<file path="src/rtl/klein_pkg.sv">
// Shared constants, block type and collector FSM states for the KLEIN-96
// output path.
package klein_pkg;

  localparam int BYTE_W  = 8;
  localparam int BLOCK_W = 64;
  localparam int NBYTES  = 8;

  // Bit 0 is the MSB; byte k occupies bits [8k:8k+7].
  typedef logic [0:BLOCK_W-1] klein_block_t;

  typedef enum logic {
    IDLE,
    COLLECT
  } state_t;

endpackage

</file>
<file path="src/rtl/klein_blk_fifo.sv">
// First-word-fall-through block FIFO. A push into a full FIFO is accepted
// when a pop happens in the same cycle.
module klein_blk_fifo
  import klein_pkg::*;
#(
  parameter int DEPTH = 2
) (
  input  logic         ck,
  input  logic         rst_n,
  input  logic         push,
  input  klein_block_t din,
  input  logic         pop,
  output klein_block_t dout,
  output logic         full,
  output logic         empty
);

  localparam int AW = $clog2(DEPTH);
  localparam logic [AW-1:0] PTR_ONE  = AW'(1);
  localparam logic [AW:0]   CNT_ONE  = (AW + 1)'(1);
  localparam logic [AW:0]   CNT_FULL = (AW + 1)'(DEPTH);

  klein_block_t  mem_q [DEPTH];
  logic [AW-1:0] wr_q, rd_q;
  logic [AW:0]   cnt_q;
  logic          do_push, do_pop;

  assign empty   = (cnt_q == '0);
  assign full    = (cnt_q == CNT_FULL);
  assign do_pop  = pop & ~empty;
  assign do_push = push & (~full | do_pop);
  // Masked so the output reads zero whenever nothing is held.
  assign dout    = empty ? '0 : mem_q[rd_q];

  always_ff @(posedge ck or negedge rst_n) begin
    if (!rst_n) begin
      wr_q  <= '0;
      rd_q  <= '0;
      cnt_q <= '0;
    end else begin
      if (do_push) wr_q <= wr_q + PTR_ONE;
      if (do_pop)  rd_q <= rd_q + PTR_ONE;
      case ({do_push, do_pop})
        2'b10:   cnt_q <= cnt_q + CNT_ONE;
        2'b01:   cnt_q <= cnt_q - CNT_ONE;
        default: cnt_q <= cnt_q;
      endcase
    end
  end

  always_ff @(posedge ck) begin
    if (do_push) mem_q[wr_q] <= din;
  end

endmodule

</file>
<file path="src/rtl/klein_96_collect.sv">
// Collects the KLEIN-96 core's eight serial ciphertext bytes into 64-bit
// blocks and queues them for a valid/ready consumer.
module klein_96_collect
  import klein_pkg::*;
#(
  parameter int DEPTH = 2,
  parameter int CNT_W = 16
) (
  input  logic               ck,
  input  logic               rst_n,
  input  logic               core_ready,
  input  logic [0:BYTE_W-1]  core_out,
  input  logic               ct_ready,
  output logic               ct_valid,
  output logic [0:BLOCK_W-1] ct_data,
  output logic               busy,
  output logic               overflow,
  output logic [CNT_W-1:0]   blk_cnt
);

  localparam int ASM_W = BLOCK_W - BYTE_W;

  state_t              state_q, state_d;
  logic [2:0]          idx_q, idx_d;
  logic [0:ASM_W-1]    asm_q, asm_d;
  logic                core_ready_q;
  logic                overflow_q;
  logic [CNT_W-1:0]    blk_cnt_q;
  logic                start_ev, blk_done, pop, push_ok, fifo_full, fifo_empty;
  klein_block_t        blk;

  assign start_ev = core_ready & ~core_ready_q;
  assign pop      = ct_valid & ct_ready;
  assign push_ok  = blk_done & (~fifo_full | pop);
  // The final byte goes straight into the block; only bytes 0..6 are stored.
  assign blk      = {asm_q, core_out};

  always_comb begin
    state_d  = state_q;
    idx_d    = idx_q;
    asm_d    = asm_q;
    blk_done = 1'b0;
    case (state_q)
      IDLE: begin
        if (start_ev) begin
          asm_d   = {asm_q[BYTE_W:ASM_W-1], core_out};
          idx_d   = 3'd1;
          state_d = COLLECT;
        end
      end
      COLLECT: begin
        idx_d = idx_q + 3'd1;
        if (idx_q == 3'(NBYTES - 1)) begin
          blk_done = 1'b1;
          state_d  = IDLE;
        end else begin
          asm_d = {asm_q[BYTE_W:ASM_W-1], core_out};
        end
      end
      default: state_d = IDLE;
    endcase
  end

  always_ff @(posedge ck or negedge rst_n) begin
    if (!rst_n) begin
      state_q      <= IDLE;
      idx_q        <= '0;
      core_ready_q <= 1'b0;
      overflow_q   <= 1'b0;
      blk_cnt_q    <= '0;
    end else begin
      state_q      <= state_d;
      idx_q        <= idx_d;
      core_ready_q <= core_ready;
      if (blk_done && !push_ok) overflow_q <= 1'b1;
      if (push_ok)              blk_cnt_q  <= blk_cnt_q + CNT_W'(1);
    end
  end

  always_ff @(posedge ck) begin
    asm_q <= asm_d;
  end

  klein_blk_fifo #(.DEPTH(DEPTH)) u_fifo (
    .ck    (ck),
    .rst_n (rst_n),
    .push  (push_ok),
    .din   (blk),
    .pop   (pop),
    .dout  (ct_data),
    .full  (fifo_full),
    .empty (fifo_empty)
  );

  assign ct_valid = ~fifo_empty;
  assign busy     = (state_q == COLLECT);
  assign overflow = overflow_q;
  assign blk_cnt  = blk_cnt_q;

endmodule

</file>
<file path="config.mk">
export PLATFORM = sky130hd
export DESIGN_NAME = klein_96_collect
export DESIGN_NICKNAME = d
export VERILOG_FILES = /design/src/rtl/klein_pkg.sv /design/src/rtl/klein_blk_fifo.sv /design/src/rtl/klein_96_collect.sv
export SDC_FILE = /design/constraint.sdc
export NUM_CORES = 1
export LEC_CHECK = 0
export ABC_CLOCK_PERIOD_IN_PS = 9300
export CORE_MARGIN = 1
export CORE_UTILIZATION = 25
export DETAILED_ROUTE_END_ITERATION = 10
export PLACE_DENSITY_LB_ADDON = 0.25
export RECOVER_POWER = 100
export SLEW_MARGIN = 20
export SYNTH_ARGS = -nofsm -noshare
export SYNTH_HDL_FRONTEND = slang
export SYNTH_SLANG_ARGS = --single-unit
</file>
<file path="constraint.sdc">
create_clock -name ck -period 9.3 [get_ports ck]
set_input_delay 1.395 -clock ck [delete_from_list [all_inputs] [get_ports ck]]
set_output_delay 1.395 -clock ck [all_outputs]
set_load 0.005 [all_outputs]
</file>
==> qor.yml <==
critical_path:
  crit_chain: "nor2_1 -> clkbuf_1 -> nor2_1 -> dlygate4sd3_1"
  crit_arrival_ns: 4.81
  cp-start-kind: "flip-flop"
  crit_path_top_delay_cell: "nor2_1"
  crit_path_max_fanout: 35
  crit_top_cell: "nor2_1"
  worstPathRequired_ns: 7.91
  cp-end-kind: "output port"
  max_stage_delay_ns: 1.72
  critPathKind: "reg -> out"
floorplanning:
  fp-row-count: 63
  ioPinCount: 95
  die-area_sq_mm: 0.0312
  coreArea_sq_mm: 0.0298
  fp.dieW_microns: 177
  die_h_microns: 177
  start_util_pct: 25.6
timing:
  fin_tns_setup_ns: 0
  fin_crit_sh_pct: 66.7
  finalSetupViolations: 0
  layout_min_cycle_time_ns: 6.20
  fmax_mhz: 161
  worst_pin_slew_ns: 4.77
  finClkSkew_ns: 0.0103
  finalHoldViolCount: 0
  rsz0062_at_grt: "no"
  max-slew-margin-rel_pct: -218
  finalMaxSlewViolations: 256
layout:
  final_nets: 549
  stdcell_area_sq_mm: 0.00979
  multi_input_area_sq_mm: 0.00136
  layout-drive-gt1-share_pct: 7.47
  nFillCells: 2917
  finalNonFillerCells: 939
  regArea_sq_mm: 0.00618
  antenna_cells: 0
  area_delta_synth_final_pct: 28.4
clocking:
  cts_made_buffers: 25
  clockRootBuffer: "clkbuf_16"
  cts_tree: "yes"
  ctsResizeCount: 0
  htreeDepth: 1
  cts_setup_buffers: 0
  cts_hold_buffers: 0
  cts.reportedPaths.clkPinSlew_ns: 0.06
  clkLatencyLatePin_ns: 0.51
  clock-sinks: 210
  cts_max_path_buffers: 3
route:
  num_vias: 3790
  drt-total-wl_mm: 14.6
  post_drt_wl_per_cell_microns: 15.6
  drtIter0Drc: 178
  via_per_inst: 4.04
  ant_nets: 0
  drc_errors: 0
  dr.pass1.iters: 4
global_routing:
  grt_use_total_pct: 9.55
  grt_max_degree: 65
  use_met2_pct: 15.3
  grt.overflow.total: 0
  grt_antenna_before_repair: 0
  top_usage_layer: "met2"
  grtUsageMet3_pct: 2.71
  grt_pass1_vias: 4126
  grt_pass1_wl_mm: 23.1
  grt_util_met1_pct: 12.6
placed_design:
  dpl.cell_count: 896
  port_buffers: 94
  gp_congestion: 0.711
  dp_hpwl_mm: 8.41
  place_area_sq_mm: 0.00905
pwr:
  netSwitchingFraction_pct: 28.2
  comb_power_share_pct: 23.4
  switchingPower_w: 0.000928
  leakagePower_nw: 3.59
  p_int_w: 0.00237
  clkPwrFrac_pct: 28.6
  irDropWorstVdd_v: 0.000192
  p_seq_share_pct: 47.9
  p_per_area_mw_per_mm2: 336
yosys:
  synth_fp_nets: 439
  syn-cell-area_sq_mm: 0.00763
  ys_seq_area_share_pct: 81.0
  yosys_register_bits: 210
  syn_area_per_cell_sq_um: 18.0
  synth_cells: 423
  synth_warnings: 0
  ys_types: 28
run_status:
  outcome: "finished with violations"
  violations: "capacitance limit, slew limit"
run:
  max-cap-violations: 5
min_path:
  hold_path.class: "reg -> reg"
routing by layer:
metal	wire length, microns	vias up
met5	0	-
met4	285	0
met3	919	26
met2	6590	92
met1	6850	1892
li1	-	1780
final cells by class:
cell class | instances | share of cell area [%]
Sequential cell | 210 | 63.1
Timing Repair Buffer | 99 | 9.84
Tap cell | 390 | 4.98
Clock inverter | 12 | 1.48
Inverter | 2 | 0.0767
Clock buffer | 31 | 6.62
Multi-Input combinational cell | 195 | 13.9
critical path: cells and delay by family, from the launching register on:
family                 cells  cell delay [ns]
buffers and inverters      2             1.91
and+or+nand+nor            2             1.94
DFF                        1             0.43
registers in the layout, summed over array words and instances, names as in the netlist:
signal        cells
blk_cnt          16
overflow          1
asm_q            56
u_fifo.wr_q       1
idx_q             3
u_fifo.cnt_q      2
u_fifo.mem_q    128
core_ready_q      1
u_fifo.rd_q       1
busy              1
layout by cell type, fill, tap and decap left out, types with 2 or more instances in the layout:
master         instances
clkinv_2               4
clkinv_1               2
nor3_1                 2
inv_1                  2
nand4_1                3
bufinv_16              3
nor2_1                67
xnor2_1               16
clkbuf_1              10
clkbuf_16             25
o21ai_0                2
edfxtp_1             184
dfrtp_1               25
ha_1                   4
dlygate4sd3_1         93
mux2i_1               64
and3_1                 2
nand2_1               12
xor2_1                 4
nor3b_1                2
and2_0                 2
nand3_1                6
power by group through the flow:
stage               clock network, W  logic [W]  registers [W]
global placement                   0   0.000875        0.00157
floorplan                          0   0.000430        0.00151
CTS                         0.000974   0.000882        0.00157
detailed placement                 0   0.000876        0.00159
global route                 0.00101   0.000863        0.00162
finish                      0.000943   0.000772        0.00158
kinds of logic after synthesis:
kind of cell             share of synthesized area (%)
adder cells (fa/ha/maj)                          0.656
multiplexers                                      8.68
buffers and inverters                             1.07
AO/OA/AOI/OAI                                    0.312
XOR/XNOR                                          2.30
AND/OR/NAND/NOR                                   6.00
flip-flops                                        81.0
stage by stage:
step / power (W) / utilization (%) / setup WS (ns) / hold slack [ns]
2_1_floorplan: 0.00194 / - / 4.36 / 0.421
3_3_place_gp: 0.00244 / 30.4 / 5.52 / 0.424
3_5_place_dp: 0.00246 / 30.4 / 5.52 / 0.438
4_1_cts: 0.00342 / 33.0 / 4.96 / 0.451
5_1_grt: 0.00349 / 32.9 / 2.47 / 0.461
6_report: 0.00329 / 32.9 / 3.10 / 0.447
final timing paths:
path	endpoint	startpoint	cells after the start	slack, ns
min in group asynchronous	overflow	rst_n	2	1.78
worst min register to register	u_fifo.mem_q[1][62]	asm_q[1]	0	0.45
worst min-delay path	u_fifo.mem_q[1][62]	asm_q[1]	0	0.45
max in group asynchronous	u_fifo.rd_q	rst_n	2	6.46
worst max-delay path	ct_data[23]	u_fifo.cnt_q[0]	4	3.10
worst max register to register	u_fifo.mem_q[1][37]	idx_q[0]	5	4.15
cell usage after synthesis (all sizes together):
cell type  count  area, sq um
clkbuf         1         3.75
nor3b          2         26.3
nor4           1         21.3
edfxtp       184         5530
nand4          3         18.8
mux2i         65          651
a21oi          1         5.00
nor2          68          255
dfrtp         26          651
nand3          6         30.0
nor3           2         15.0
and4           1         8.76
buf           15         70.1
and3           2         12.5
and2           3         18.8
ha             4         50.1
nand2         12         45.0
inv            2         7.51
xnor2         16          140
xor2           4         35.0
a31o           1         8.76
mux2           1         11.3
o21ai          2         10.0
nand2b         1         6.26
Note: power is estimated with default switching activity, not from simulation.
